### src/rtl/uart_fifo_rx_tx_pkg.sv
// Shared types and helpers for uart_fifo_rx_tx: FSM state enums, parity modes, clog2.
// PARITY states exist only when UART_PARITY_EN is defined.
package uart_pkg;

  localparam int unsigned PAR_NONE = 0;
  localparam int unsigned PAR_ODD  = 1;
  localparam int unsigned PAR_EVEN = 2;

`ifdef UART_PARITY_EN
  typedef enum logic [2:0] {RX_IDLE, RX_START, RX_DATA, RX_PARITY, RX_STOP} rx_state_t;
  typedef enum logic [2:0] {TX_IDLE, TX_START, TX_DATA, TX_PARITY, TX_STOP} tx_state_t;
`else
  typedef enum logic [2:0] {RX_IDLE, RX_START, RX_DATA, RX_STOP} rx_state_t;
  typedef enum logic [2:0] {TX_IDLE, TX_START, TX_DATA, TX_STOP} tx_state_t;
`endif

  // Width needed to hold values 0..v-1, never less than 1.
  function automatic int unsigned clog2(input int unsigned v);
    int unsigned r;
    r = 1;
    while ((32'd1 << r) < v) r++;
    return r;
  endfunction

endpackage

### src/rtl/uart_fifo_rx_tx_if.sv
// Valid/ready word interface between on-chip logic (master) and the UART (slave).
interface uart_fifo_rx_tx_if #(parameter int unsigned DATA_BITS = 8);
  logic                 tx_valid;
  logic                 tx_ready;
  logic [DATA_BITS-1:0] tx_data;
  logic                 rx_valid;
  logic                 rx_ready;
  logic [DATA_BITS-1:0] rx_data;
  logic                 rx_frame_err;
  logic                 rx_parity_err;
  logic                 rx_overrun;

  modport master (output tx_valid, tx_data, rx_ready,
                  input  tx_ready, rx_valid, rx_data, rx_frame_err, rx_parity_err, rx_overrun);
  modport slave  (input  tx_valid, tx_data, rx_ready,
                  output tx_ready, rx_valid, rx_data, rx_frame_err, rx_parity_err, rx_overrun);
endinterface

### src/rtl/uart_fifo_rx_tx_tick_gen.sv
// Clock divider giving a one-cycle tick every DIV cycles, plus a flag one cycle ahead of it.
module uart_tick_gen
  import uart_pkg::*;
#(
  parameter int unsigned DIV = 1
) (
  input  logic i_clk,
  input  logic i_rst_n,
  input  logic i_restart,
  output logic o_tick,
  output logic o_pre
);
  localparam int unsigned  CW   = clog2(DIV);
  localparam logic [CW-1:0] LAST = CW'(DIV - 1);
  localparam logic [CW-1:0] PRE  = CW'(DIV - 2);

  logic [CW-1:0] r_cnt;

  always_ff @(posedge i_clk) begin
    if (!i_rst_n || i_restart) r_cnt <= '0;
    else if (r_cnt == LAST)    r_cnt <= '0;
    else                       r_cnt <= r_cnt + 1'b1;
  end

  always_comb begin
    o_tick = (r_cnt == LAST);
    o_pre  = (DIV == 1) ? 1'b1 : (r_cnt == PRE);
  end
endmodule

### src/rtl/uart_fifo_rx_tx.sv
// Full-duplex oversampling UART with valid/ready handshakes and a one-deep RX holding register.
// Define UART_PARITY_EN to build parity generation/check honouring the PARITY parameter.
module uart_fifo_rx_tx
  import uart_pkg::*;
#(
  parameter int unsigned SYS_CLK_FREQ = 100000000,
  parameter int unsigned BAUD_RATE    = 9600,
  parameter int unsigned OVERSAMPLE   = 16,
  parameter int unsigned DATA_BITS    = 8,
  parameter int unsigned PARITY       = 0,
  parameter int unsigned STOP_BITS    = 1
) (
  input  logic             i_clk,
  input  logic             i_rst_n,
  input  logic             i_rx,
  output logic             o_tx,
  uart_fifo_rx_tx_if.slave bus
);
  localparam int unsigned CLK_DIV_RAW = SYS_CLK_FREQ / (BAUD_RATE * OVERSAMPLE);
  localparam int unsigned CLK_DIV     = (CLK_DIV_RAW < 1) ? 1 : CLK_DIV_RAW;
`ifdef UART_PARITY_EN
  localparam int unsigned PAR_MODE = PARITY;
`else
  localparam int unsigned PAR_MODE = PAR_NONE;
`endif
  localparam logic            PAR_INV  = (PAR_MODE == PAR_ODD);
  localparam int unsigned     TW       = clog2(OVERSAMPLE);
  localparam int unsigned     BW       = clog2(DATA_BITS);
  localparam logic [TW-1:0]   T_S0     = TW'(OVERSAMPLE/2 - 1);
  localparam logic [TW-1:0]   T_S1     = TW'(OVERSAMPLE/2);
  localparam logic [TW-1:0]   T_S2     = TW'(OVERSAMPLE/2 + 1);
  localparam logic [TW-1:0]   T_PRE    = TW'(OVERSAMPLE - 2);
  localparam logic [TW-1:0]   T_LAST   = TW'(OVERSAMPLE - 1);
  localparam logic [BW-1:0]   LAST_BIT = BW'(DATA_BITS - 1);

  // ---------------- receiver ----------------
  rx_state_t            r_rx_state, w_rx_next;
  logic [1:0]           r_sync;
  logic                 r_rx_prev;
  logic [TW-1:0]        r_rx_tcnt;
  logic [BW-1:0]        r_rx_bitcnt;
  logic [DATA_BITS-1:0] r_rx_shift, r_rx_data;
  logic [1:0]           r_vote;
  logic                 r_rx_valid, r_ferr, r_perr, r_ovr;
  logic                 w_rxs, w_fall, w_bit, w_rx_tick, w_rx_pre_unused, w_rx_mid, w_rx_end;
  logic                 w_rx_restart, w_good, w_bad, w_load, w_ovr, w_perr;
`ifdef UART_PARITY_EN
  logic                 r_rx_par;
`endif

  assign w_rxs    = r_sync[1];
  assign w_fall   = r_rx_prev & ~w_rxs;
  assign w_bit    = (r_vote[0] & r_vote[1]) | (r_vote[0] & w_rxs) | (r_vote[1] & w_rxs);
  assign w_rx_mid = w_rx_tick && (r_rx_tcnt == T_S2);
  assign w_rx_end = w_rx_tick && (r_rx_tcnt == T_LAST);

  uart_tick_gen #(.DIV(CLK_DIV)) u_rx_tick (
    .i_clk(i_clk), .i_rst_n(i_rst_n), .i_restart(w_rx_restart),
    .o_tick(w_rx_tick), .o_pre(w_rx_pre_unused)
  );

  always_ff @(posedge i_clk) begin
    if (!i_rst_n) r_rx_state <= RX_IDLE;
    else          r_rx_state <= w_rx_next;
  end

  always_comb begin
    w_rx_next = r_rx_state;
    case (r_rx_state)
      RX_IDLE:  if (w_fall) w_rx_next = RX_START;
      RX_START: if (w_rx_mid && w_bit) w_rx_next = RX_IDLE;
                else if (w_rx_end)     w_rx_next = RX_DATA;
`ifdef UART_PARITY_EN
      RX_DATA:  if (w_rx_end && r_rx_bitcnt == LAST_BIT)
                  w_rx_next = (PAR_MODE != PAR_NONE) ? RX_PARITY : RX_STOP;
      RX_PARITY: if (w_rx_end) w_rx_next = RX_STOP;
`else
      RX_DATA:  if (w_rx_end && r_rx_bitcnt == LAST_BIT) w_rx_next = RX_STOP;
`endif
      // Leave at mid stop bit so a start edge straight after it is not missed.
      RX_STOP:  if (w_rx_mid) w_rx_next = RX_IDLE;
      default:  w_rx_next = RX_IDLE;
    endcase
  end

  always_comb begin
    w_rx_restart = (r_rx_state == RX_IDLE) && w_fall;
    w_good       = (r_rx_state == RX_STOP) && w_rx_mid && w_bit;
    w_bad        = (r_rx_state == RX_STOP) && w_rx_mid && !w_bit;
    w_load       = w_good && (!r_rx_valid || bus.rx_ready);
    w_ovr        = w_good && r_rx_valid && !bus.rx_ready;
`ifdef UART_PARITY_EN
    w_perr       = w_good && (PAR_MODE != PAR_NONE) && (r_rx_par != (^r_rx_shift ^ PAR_INV));
`else
    w_perr       = 1'b0;
`endif
  end

  always_ff @(posedge i_clk) begin
    if (!i_rst_n) begin
      r_sync      <= '1;
      r_rx_prev   <= 1'b1;
      r_rx_tcnt   <= '0;
      r_rx_bitcnt <= '0;
      r_rx_shift  <= '0;
      r_vote      <= '1;
      r_rx_data   <= '0;
      r_rx_valid  <= 1'b0;
      r_ferr      <= 1'b0;
      r_perr      <= 1'b0;
      r_ovr       <= 1'b0;
`ifdef UART_PARITY_EN
      r_rx_par    <= 1'b0;
`endif
    end else begin
      r_sync    <= {r_sync[0], i_rx};
      r_rx_prev <= w_rxs;
      if (w_rx_restart) begin
        r_rx_tcnt   <= '0;
        r_rx_bitcnt <= '0;
      end else if (r_rx_state != RX_IDLE && w_rx_tick) begin
        r_rx_tcnt <= (r_rx_tcnt == T_LAST) ? '0 : r_rx_tcnt + 1'b1;
        if (r_rx_state == RX_DATA && r_rx_tcnt == T_LAST) r_rx_bitcnt <= r_rx_bitcnt + 1'b1;
      end
      if (w_rx_tick && r_rx_tcnt == T_S0) r_vote[0] <= w_rxs;
      if (w_rx_tick && r_rx_tcnt == T_S1) r_vote[1] <= w_rxs;
      if (r_rx_state == RX_DATA && w_rx_mid) r_rx_shift <= {w_bit, r_rx_shift[DATA_BITS-1:1]};
`ifdef UART_PARITY_EN
      if (r_rx_state == RX_PARITY && w_rx_mid) r_rx_par <= w_bit;
`endif
      if (w_load) begin
        r_rx_data  <= r_rx_shift;
        r_rx_valid <= 1'b1;
      end else if (r_rx_valid && bus.rx_ready) begin
        r_rx_valid <= 1'b0;
      end
      r_ferr <= w_bad;
      r_perr <= w_perr;
      r_ovr  <= w_ovr;
    end
  end

  assign bus.rx_valid      = r_rx_valid;
  assign bus.rx_data       = r_rx_data;
  assign bus.rx_frame_err  = r_ferr;
  assign bus.rx_parity_err = r_perr;
  assign bus.rx_overrun    = r_ovr;

  // ---------------- transmitter ----------------
  tx_state_t            r_tx_state, w_tx_next;
  logic [TW-1:0]        r_tx_tcnt;
  logic [BW-1:0]        r_tx_bitcnt;
  logic [DATA_BITS-1:0] r_tx_shift;
  logic                 r_tx_stopcnt;
  logic                 w_tx_tick, w_tx_pre, w_tx_hs, w_tx_end, w_tx_stop_done;
`ifdef UART_PARITY_EN
  logic                 r_tx_par;
`endif

  uart_tick_gen #(.DIV(CLK_DIV)) u_tx_tick (
    .i_clk(i_clk), .i_rst_n(i_rst_n), .i_restart(1'b0),
    .o_tick(w_tx_tick), .o_pre(w_tx_pre)
  );

  assign w_tx_hs  = bus.tx_valid && (r_tx_state == TX_IDLE);
  assign w_tx_end = w_tx_tick && (r_tx_tcnt == T_LAST);
  // The last stop bit exits one cycle before its final tick; the IDLE cycle completes
  // it, so a handshake there starts the next frame with no added idle time.
  assign w_tx_stop_done = (r_tx_stopcnt == 1'(STOP_BITS - 1)) && w_tx_pre &&
                          (w_tx_tick ? (r_tx_tcnt == T_PRE) : (r_tx_tcnt == T_LAST));

  always_ff @(posedge i_clk) begin
    if (!i_rst_n) r_tx_state <= TX_IDLE;
    else          r_tx_state <= w_tx_next;
  end

  always_comb begin
    w_tx_next = r_tx_state;
    case (r_tx_state)
      TX_IDLE:  if (w_tx_hs) w_tx_next = TX_START;
      TX_START: if (w_tx_end) w_tx_next = TX_DATA;
`ifdef UART_PARITY_EN
      TX_DATA:  if (w_tx_end && r_tx_bitcnt == LAST_BIT)
                  w_tx_next = (PAR_MODE != PAR_NONE) ? TX_PARITY : TX_STOP;
      TX_PARITY: if (w_tx_end) w_tx_next = TX_STOP;
`else
      TX_DATA:  if (w_tx_end && r_tx_bitcnt == LAST_BIT) w_tx_next = TX_STOP;
`endif
      TX_STOP:  if (w_tx_stop_done) w_tx_next = TX_IDLE;
      default:  w_tx_next = TX_IDLE;
    endcase
  end

  always_comb begin
    o_tx         = 1'b1;
    bus.tx_ready = 1'b0;
    case (r_tx_state)
      TX_IDLE:   bus.tx_ready = 1'b1;
      TX_START:  o_tx = 1'b0;
      TX_DATA:   o_tx = r_tx_shift[0];
`ifdef UART_PARITY_EN
      TX_PARITY: o_tx = r_tx_par;
`endif
      default:   o_tx = 1'b1;
    endcase
  end

  always_ff @(posedge i_clk) begin
    if (!i_rst_n) begin
      r_tx_tcnt    <= '0;
      r_tx_bitcnt  <= '0;
      r_tx_shift   <= '0;
      r_tx_stopcnt <= 1'b0;
`ifdef UART_PARITY_EN
      r_tx_par     <= 1'b0;
`endif
    end else if (w_tx_hs) begin
      r_tx_tcnt    <= '0;
      r_tx_bitcnt  <= '0;
      r_tx_shift   <= bus.tx_data;
      r_tx_stopcnt <= 1'b0;
`ifdef UART_PARITY_EN
      r_tx_par     <= ^bus.tx_data ^ PAR_INV;
`endif
    end else if (r_tx_state != TX_IDLE && w_tx_tick) begin
      r_tx_tcnt <= (r_tx_tcnt == T_LAST) ? '0 : r_tx_tcnt + 1'b1;
      if (r_tx_state == TX_DATA && r_tx_tcnt == T_LAST) begin
        r_tx_shift  <= {1'b0, r_tx_shift[DATA_BITS-1:1]};
        r_tx_bitcnt <= r_tx_bitcnt + 1'b1;
      end
      if (r_tx_state == TX_STOP && r_tx_tcnt == T_LAST) r_tx_stopcnt <= 1'b1;
    end
  end
endmodule

### src/flat_wrapper.sv
// flat-port wrapper written by rule: the top's interface ports become plain ports
module uart_fifo_rx_tx_flat import uart_pkg::*;
#(
  parameter int unsigned SYS_CLK_FREQ = 100000000,
  parameter int unsigned BAUD_RATE    = 9600,
  parameter int unsigned OVERSAMPLE   = 16,
  parameter int unsigned DATA_BITS    = 8,
  parameter int unsigned PARITY       = 0,
  parameter int unsigned STOP_BITS    = 1
)
  (i_clk, i_rst_n, i_rx, o_tx, bus_tx_valid, bus_tx_data, bus_rx_ready, bus_tx_ready, bus_rx_valid, bus_rx_data, bus_rx_frame_err, bus_rx_parity_err, bus_rx_overrun);
  uart_fifo_rx_tx_if #(.DATA_BITS(DATA_BITS)) bus_i ();
  input  logic i_clk;
  input  logic i_rst_n;
  input  logic i_rx;
  output logic o_tx;
  input wire logic [$bits(bus_i.tx_valid)-1:0] bus_tx_valid;
  input wire logic [$bits(bus_i.tx_data)-1:0] bus_tx_data;
  input wire logic [$bits(bus_i.rx_ready)-1:0] bus_rx_ready;
  output wire logic [$bits(bus_i.tx_ready)-1:0] bus_tx_ready;
  output wire logic [$bits(bus_i.rx_valid)-1:0] bus_rx_valid;
  output wire logic [$bits(bus_i.rx_data)-1:0] bus_rx_data;
  output wire logic [$bits(bus_i.rx_frame_err)-1:0] bus_rx_frame_err;
  output wire logic [$bits(bus_i.rx_parity_err)-1:0] bus_rx_parity_err;
  output wire logic [$bits(bus_i.rx_overrun)-1:0] bus_rx_overrun;
  assign bus_i.tx_valid = bus_tx_valid;
  assign bus_i.tx_data = bus_tx_data;
  assign bus_i.rx_ready = bus_rx_ready;
  assign bus_tx_ready = bus_i.tx_ready;
  assign bus_rx_valid = bus_i.rx_valid;
  assign bus_rx_data = bus_i.rx_data;
  assign bus_rx_frame_err = bus_i.rx_frame_err;
  assign bus_rx_parity_err = bus_i.rx_parity_err;
  assign bus_rx_overrun = bus_i.rx_overrun;
  uart_fifo_rx_tx #(.SYS_CLK_FREQ(SYS_CLK_FREQ), .BAUD_RATE(BAUD_RATE), .OVERSAMPLE(OVERSAMPLE), .DATA_BITS(DATA_BITS), .PARITY(PARITY), .STOP_BITS(STOP_BITS)) u_core (.i_clk(i_clk), .i_rst_n(i_rst_n), .i_rx(i_rx), .o_tx(o_tx), .bus(bus_i));
endmodule
### config.mk
export PLATFORM = sky130hd
export DESIGN_NAME = uart_fifo_rx_tx_flat
export DESIGN_NICKNAME = d
export VERILOG_FILES = /design/src/rtl/uart_fifo_rx_tx_pkg.sv /design/src/rtl/uart_fifo_rx_tx_if.sv /design/src/rtl/uart_fifo_rx_tx_tick_gen.sv /design/src/rtl/uart_fifo_rx_tx.sv /design/src/flat_wrapper.sv
export SDC_FILE = /design/constraint.sdc
export NUM_CORES = 1
export LEC_CHECK = 0
export ABC_AREA = 1
export BUFFER_PORTS_ARGS = -buffer_cell sky130_fd_sc_hd__buf_2
export CAP_MARGIN = 20
export CORE_ASPECT_RATIO = 0.9
export CORE_UTILIZATION = 27
export CTS_CLUSTER_DIAMETER = 80
export DETAILED_ROUTE_END_ITERATION = 8
export GPL_TIMING_DRIVEN = 0
export PLACE_DENSITY_LB_ADDON = 0.15
export SYNTH_ARGS = -nofsm -noshare
export SYNTH_HDL_FRONTEND = slang
export SYNTH_SLANG_ARGS = --single-unit
### constraint.sdc
create_clock -name i_clk -period 3.9 [get_ports i_clk]
set_input_delay 0.78 -clock i_clk [delete_from_list [all_inputs] [get_ports i_clk]]
set_output_delay 0.78 -clock i_clk [all_outputs]
set_load 0.1 [all_outputs]
# ---- Yosys cells after proc, flatten, opt, wreduce, memory -nomap -nowiden
# Index checks and enable logic that the tools add are counted.
dict set report classes {
  n_addsub 6
  eq_ne 25
  mux 21
  bitwise_logic 9
  n_reduce_logical 48
}
# op count
set op_table {}
lappend op_table {{$eq 10x10->1 const B} 3}
lappend op_table {{$mux 3} 9}
lappend op_table {{$logic_and 1x1->1} 25}
lappend op_table {{$mux 8} 3}
lappend op_table {{$pmux 3 s4} 2}
lappend op_table {{$add 10x1->10 const B} 2}
lappend op_table {{$eq 4x4->1 const B} 5}
lappend op_table {{$ne 2x1->1 const B} 7}
lappend op_table {{$eq 3x2->1 const B} 4}
lappend op_table {{$add 4x1->4 const B} 2}
lappend op_table {{$mux 4} 2}
lappend op_table {{$reduce_and 2->1} 4}
lappend op_table {{$reduce_and 4->1} 2}
lappend op_table {{$reduce_or 2->1} 4}
lappend op_table {{$add 3x1->3 const B} 2}
lappend op_table {{$eq 3x1->1 const B} 2}
lappend op_table {{$eq 3x3->1 const B} 2}
lappend op_table {{$logic_not 3->1} 2}
lappend op_table {{$reduce_bool 2->1} 3}
lappend op_table {{$reduce_bool 3->1} 2}
lappend op_table {{$and 1x1->1} 4}
lappend op_table {{$eq 4x3->1 const B} 1}
lappend op_table {{$logic_not 1->1} 4}
lappend op_table {{$mux 1} 4}
lappend op_table {{5 further kinds} 9}
dict set report word_totals {
  ff_bits 73
  in_bits 13
  output_inout_bits 14
  elab_cells 128
}

# ---- Logic depth before layout (Yosys ltp)
dict set report depth {
  ltp_word 6
  ltp_mapped 12
  mapped_depth_nobuf 12
}

# ---- Cells and area by module
# A second synthesis with hierarchy kept.
dict set report unflattened {
  hier_cells 454
  hier_area_um2 3423.3
}
# mod instances cells_each area_per_inst_um2 seq_area_each_um2
set by_module_without_submodules {}
lappend by_module_without_submodules {uart_fifo_rx_tx 1 300 2308.5 1021.0}
lappend by_module_without_submodules {{uart_tick_gen at u_core.u_tx_tick} 1 80 581.8 200.2}
lappend by_module_without_submodules {{uart_tick_gen at u_core.u_rx_tick} 1 74 533.0 200.2}

# ---- Least setup slack after synthesis
# Ideal clock, no wire load.
dict set report synth_path {
  kind {flip-flop to output port}
  start {register u_core.r_tx_state[0]}
  end {output o_tx}
  arrival_time_ns 1.613
  t_required_ns 3.120
  slack_ns 1.507
  stages_incl_launch_ff 5
  path_buffers 0
  cell_sequence {dfxtp_1 inv_1 ha_1 or2_2 nand2_1}
}
dict set report synth_between {
  elab_chain_cells 2
  elab_cells_between_ends 3
  classes_between {eq/ne (2); mux (1)}
}
# item line_no
set synth_lines {}
lappend synth_lines {{start: declaration} uart_fifo_rx_tx.sv:150} ;# tx_state_t r_tx_state, w_tx_next;
lappend synth_lines {{start signal: assignment} uart_fifo_rx_tx.sv:174} ;# else r_tx_state <= w_tx_next;
lappend synth_lines {{$eq 3x2->1 / $eq 3x1->1 (equally long branches)} uart_fifo_rx_tx.sv:197} ;# case (r_tx_state)
lappend synth_lines {{$pmux 1 s2 *} uart_fifo_rx_tx.sv:197}
lappend synth_lines {{end: declaration} flat_wrapper.sv:16} ;# output logic o_tx;
# Mark *: on every way between the ends. The rest lies on a longest branch, timed or not.

# ---- Final worst setup path
# Same ends and word-level chain as after synthesis.

==> metrics <==
status=finished clean; Slew Limit Headroom=0.642; WL per Instance=10.9 um; DP Wirelength=5.05 mm; HP Class=register to register; register area=1420 um2; initial antenna violation count=0; largest net degree at the start of global routing=14; Pwr Total=2030 uW; starting DRC count in detailed routing=143; syn avg cell area=7.66 um2; WP data arrival=1.90 ns; via count=2796; layout cells sized above 1=0.160; gpl congestion=0.743; Fmax=0.373 GHz; TritonRoute pass-1 iters=4; Cell Pwr Density=507 nW/um2; H-Tree Level Count=3; DRT antenna net count=0; number of remaining DRC errors=0; Vias/cell=4.37; Multi-input gate area=1690 um2; Sw Pwr=607 uW; Leak Pwr=0.00166 uW; area delta synth->final=19.3%; # nets final=507; M1 GR Usage=0.147; Max-Cap Viols=0; root buf cell=clkbuf_16; PortBufs=25; reg2reg start=u_core.r_tx_state[0]; Die W=120 um; synthesized instance count=439; final setup vio count=0; Final period util=0.688; hold_sp=u_core.r_sync[0]; Seq pwr share=0.392; DIE AREA=12900 um2; startpoint types=register; GR peak layer=met2; Synthesized Nets=471; Final Skew=0.00676 ns; clk sinks=71; Clock power frac=0.434; RSZ-0062 raised after global routing=false; TritonCTS clock tree=done; final wirelength=6.97 mm; ANT cells=0; setup TNS=0 ns; register bit count reported by yosys=71; Worst-path clk slew=0.06 ns; count of final hold-check violations=0; FILL cells=1301; CP endpoint kind=output port; Combinational Power Share=0.174; CTS Buffer Depth=2; first-pass GRT wire length=12.1 mm; grt total ovfl=0; vias in the first global route=2676; Die Y=108 um; Setup Crit Path Kind=register to output port; CTS Buf Count=9; Starting Density=0.278; Pint=1430 uW; final core occ=0.332; Final min period=2.68 ns; met2 usage=0.193; sequential area share after synthesis=0.423; synthesized cell area=3360 um2; Yosys warning count=0; Slew @ Worst Pin=0.536 ns; Worst-Skew Late Latency=0.33 ns; cts hold-fix bufs=0; I/O Pins=27; Yosys cell types=41; setup bufs post-CTS=0; Slew Viols, Final=0; sw frac=0.299; GRT Util Overall=0.118; met3 Use GR=0.0365; crit path max fanout=5; WP data required=3.12 ns; crit path from=u_core.r_tx_state[0]; core area=12100 um2; peak supply drop=0.000215 V; setup slack, reg-to-reg=1.92 ns; Rows=38; Resized cells post-CTS=0
area by class of cell:
cell class	instances	share of cell area
multi-input cells	305	0.422
well taps	160	0.0499
inverters	58	0.0546
plain buffers	5	0.00780
repair buffers	25	0.0312
flip-flops and latches	71	0.354
clock buffers	9	0.0562
clock inverters	7	0.0243
final timing paths:
| kind | endpoint | depth (start not counted) |
|---|---|---|
| max | o_tx | 5 |
| min | u_core.r_sync[1] | 1 |
| max reg2reg | u_core.r_tx_shift[2] | 8 |
| min reg2reg | u_core.r_sync[1] | 1 |
state kept, by name, summed over array words and instances (netlist names), 3 cells and up:
name and cells:
u_core.r_rx_bitcnt 3, u_core.bus.rx_data 8, u_core.r_tx_bitcnt 3, u_core.u_rx_tick.r_cnt 10, u_core.r_rx_tcnt 4, u_core.r_tx_shift 8
u_core.r_rx_shift 8, u_core.u_tx_tick.r_cnt 10, u_core.r_tx_tcnt 4
stage by stage:
step | setup WS [ns] | instances | hold slack, ns | area (um2)
2_1_floorplan | 1.51 | 439 | 0.393 | 3360
3_3_place_gp | 1.59 | 624 | 0.401 | 3690
3_5_place_dp | 1.55 | 624 | 0.401 | 3690
4_1_cts | 1.19 | 640 | 0.420 | 4010
5_1_grt | 1.10 | 640 | 0.451 | 4010
6_report | 1.22 | 640 | 0.420 | 4010
synthesized netlist by cell type, drive strengths merged:
cell,instances,area share
a211oi,8,0.019
a21oi,38,0.061
a31oi,2,0.0056
and3,2,0.0037
buf,4,0.0082
clkbuf,1,0.0011
clkinv,1,0.0015
conb,1,0.0011
dfxtp,71,0.42
ha,19,0.071
inv,57,0.064
nand2,77,0.090
nand3,21,0.039
nand4,7,0.013
nor2,70,0.087
nor3,12,0.029
nor3b,3,0.0067
nor4,2,0.0037
o21a,3,0.0067
o21ai,29,0.043
o21bai,2,0.0045
o22ai,1,0.0019
or2,5,0.0093
xor2,3,0.0078
logic make-up after synthesis:
| kind of cell | synth area share |
|---|---|
| and+or+nand+nor | 0.281 |
| AOI/OAI and AO/OA | 0.142 |
| DFF | 0.423 |
| buffers and inverters | 0.0744 |
| adders and majority gates | 0.0707 |
| xor gates and xnor gates | 0.00782 |
| other | 0.00112 |
cells in the final DEF (no fill, tap or decap), types with 9 or more instances in the layout:
cell / count
nand3_1: 16
nand2_1: 74
o21ai_0: 26
dfxtp_1: 71
clkbuf_16: 9
a21oi_1: 36
buf_2: 26
nor2_1: 64
inv_1: 52
ha_1: 19
power by group through the flow:
| stage | clock network, uW | logic (uW) | registers, uW |
|---|---|---|---|
| after global placement | 0 | 354 | 811 |
| after global routing | 938 | 400 | 805 |
| after detailed placement | 0 | 355 | 813 |
| after CTS | 909 | 357 | 797 |
| after floorplan | 0 | 290 | 806 |
| final | 882 | 353 | 797 |
worst max-delay path: stages, from the launching register on:
cell and delay, ns:
dfxtp_1 0.40, inv_1 0.10, ha_1 0.26, or2_2 0.31, nand2_1 0.08, buf_2 0.42
metal layers:
layer / vias up / wire length, um
met1: 1248 / 3470
met3: 10 / 290
met2: 38 / 3110
met4: 0 / 95
li1: 1500 / -
met5: - / 0
Note: power is estimated with default switching activity, not from simulation.
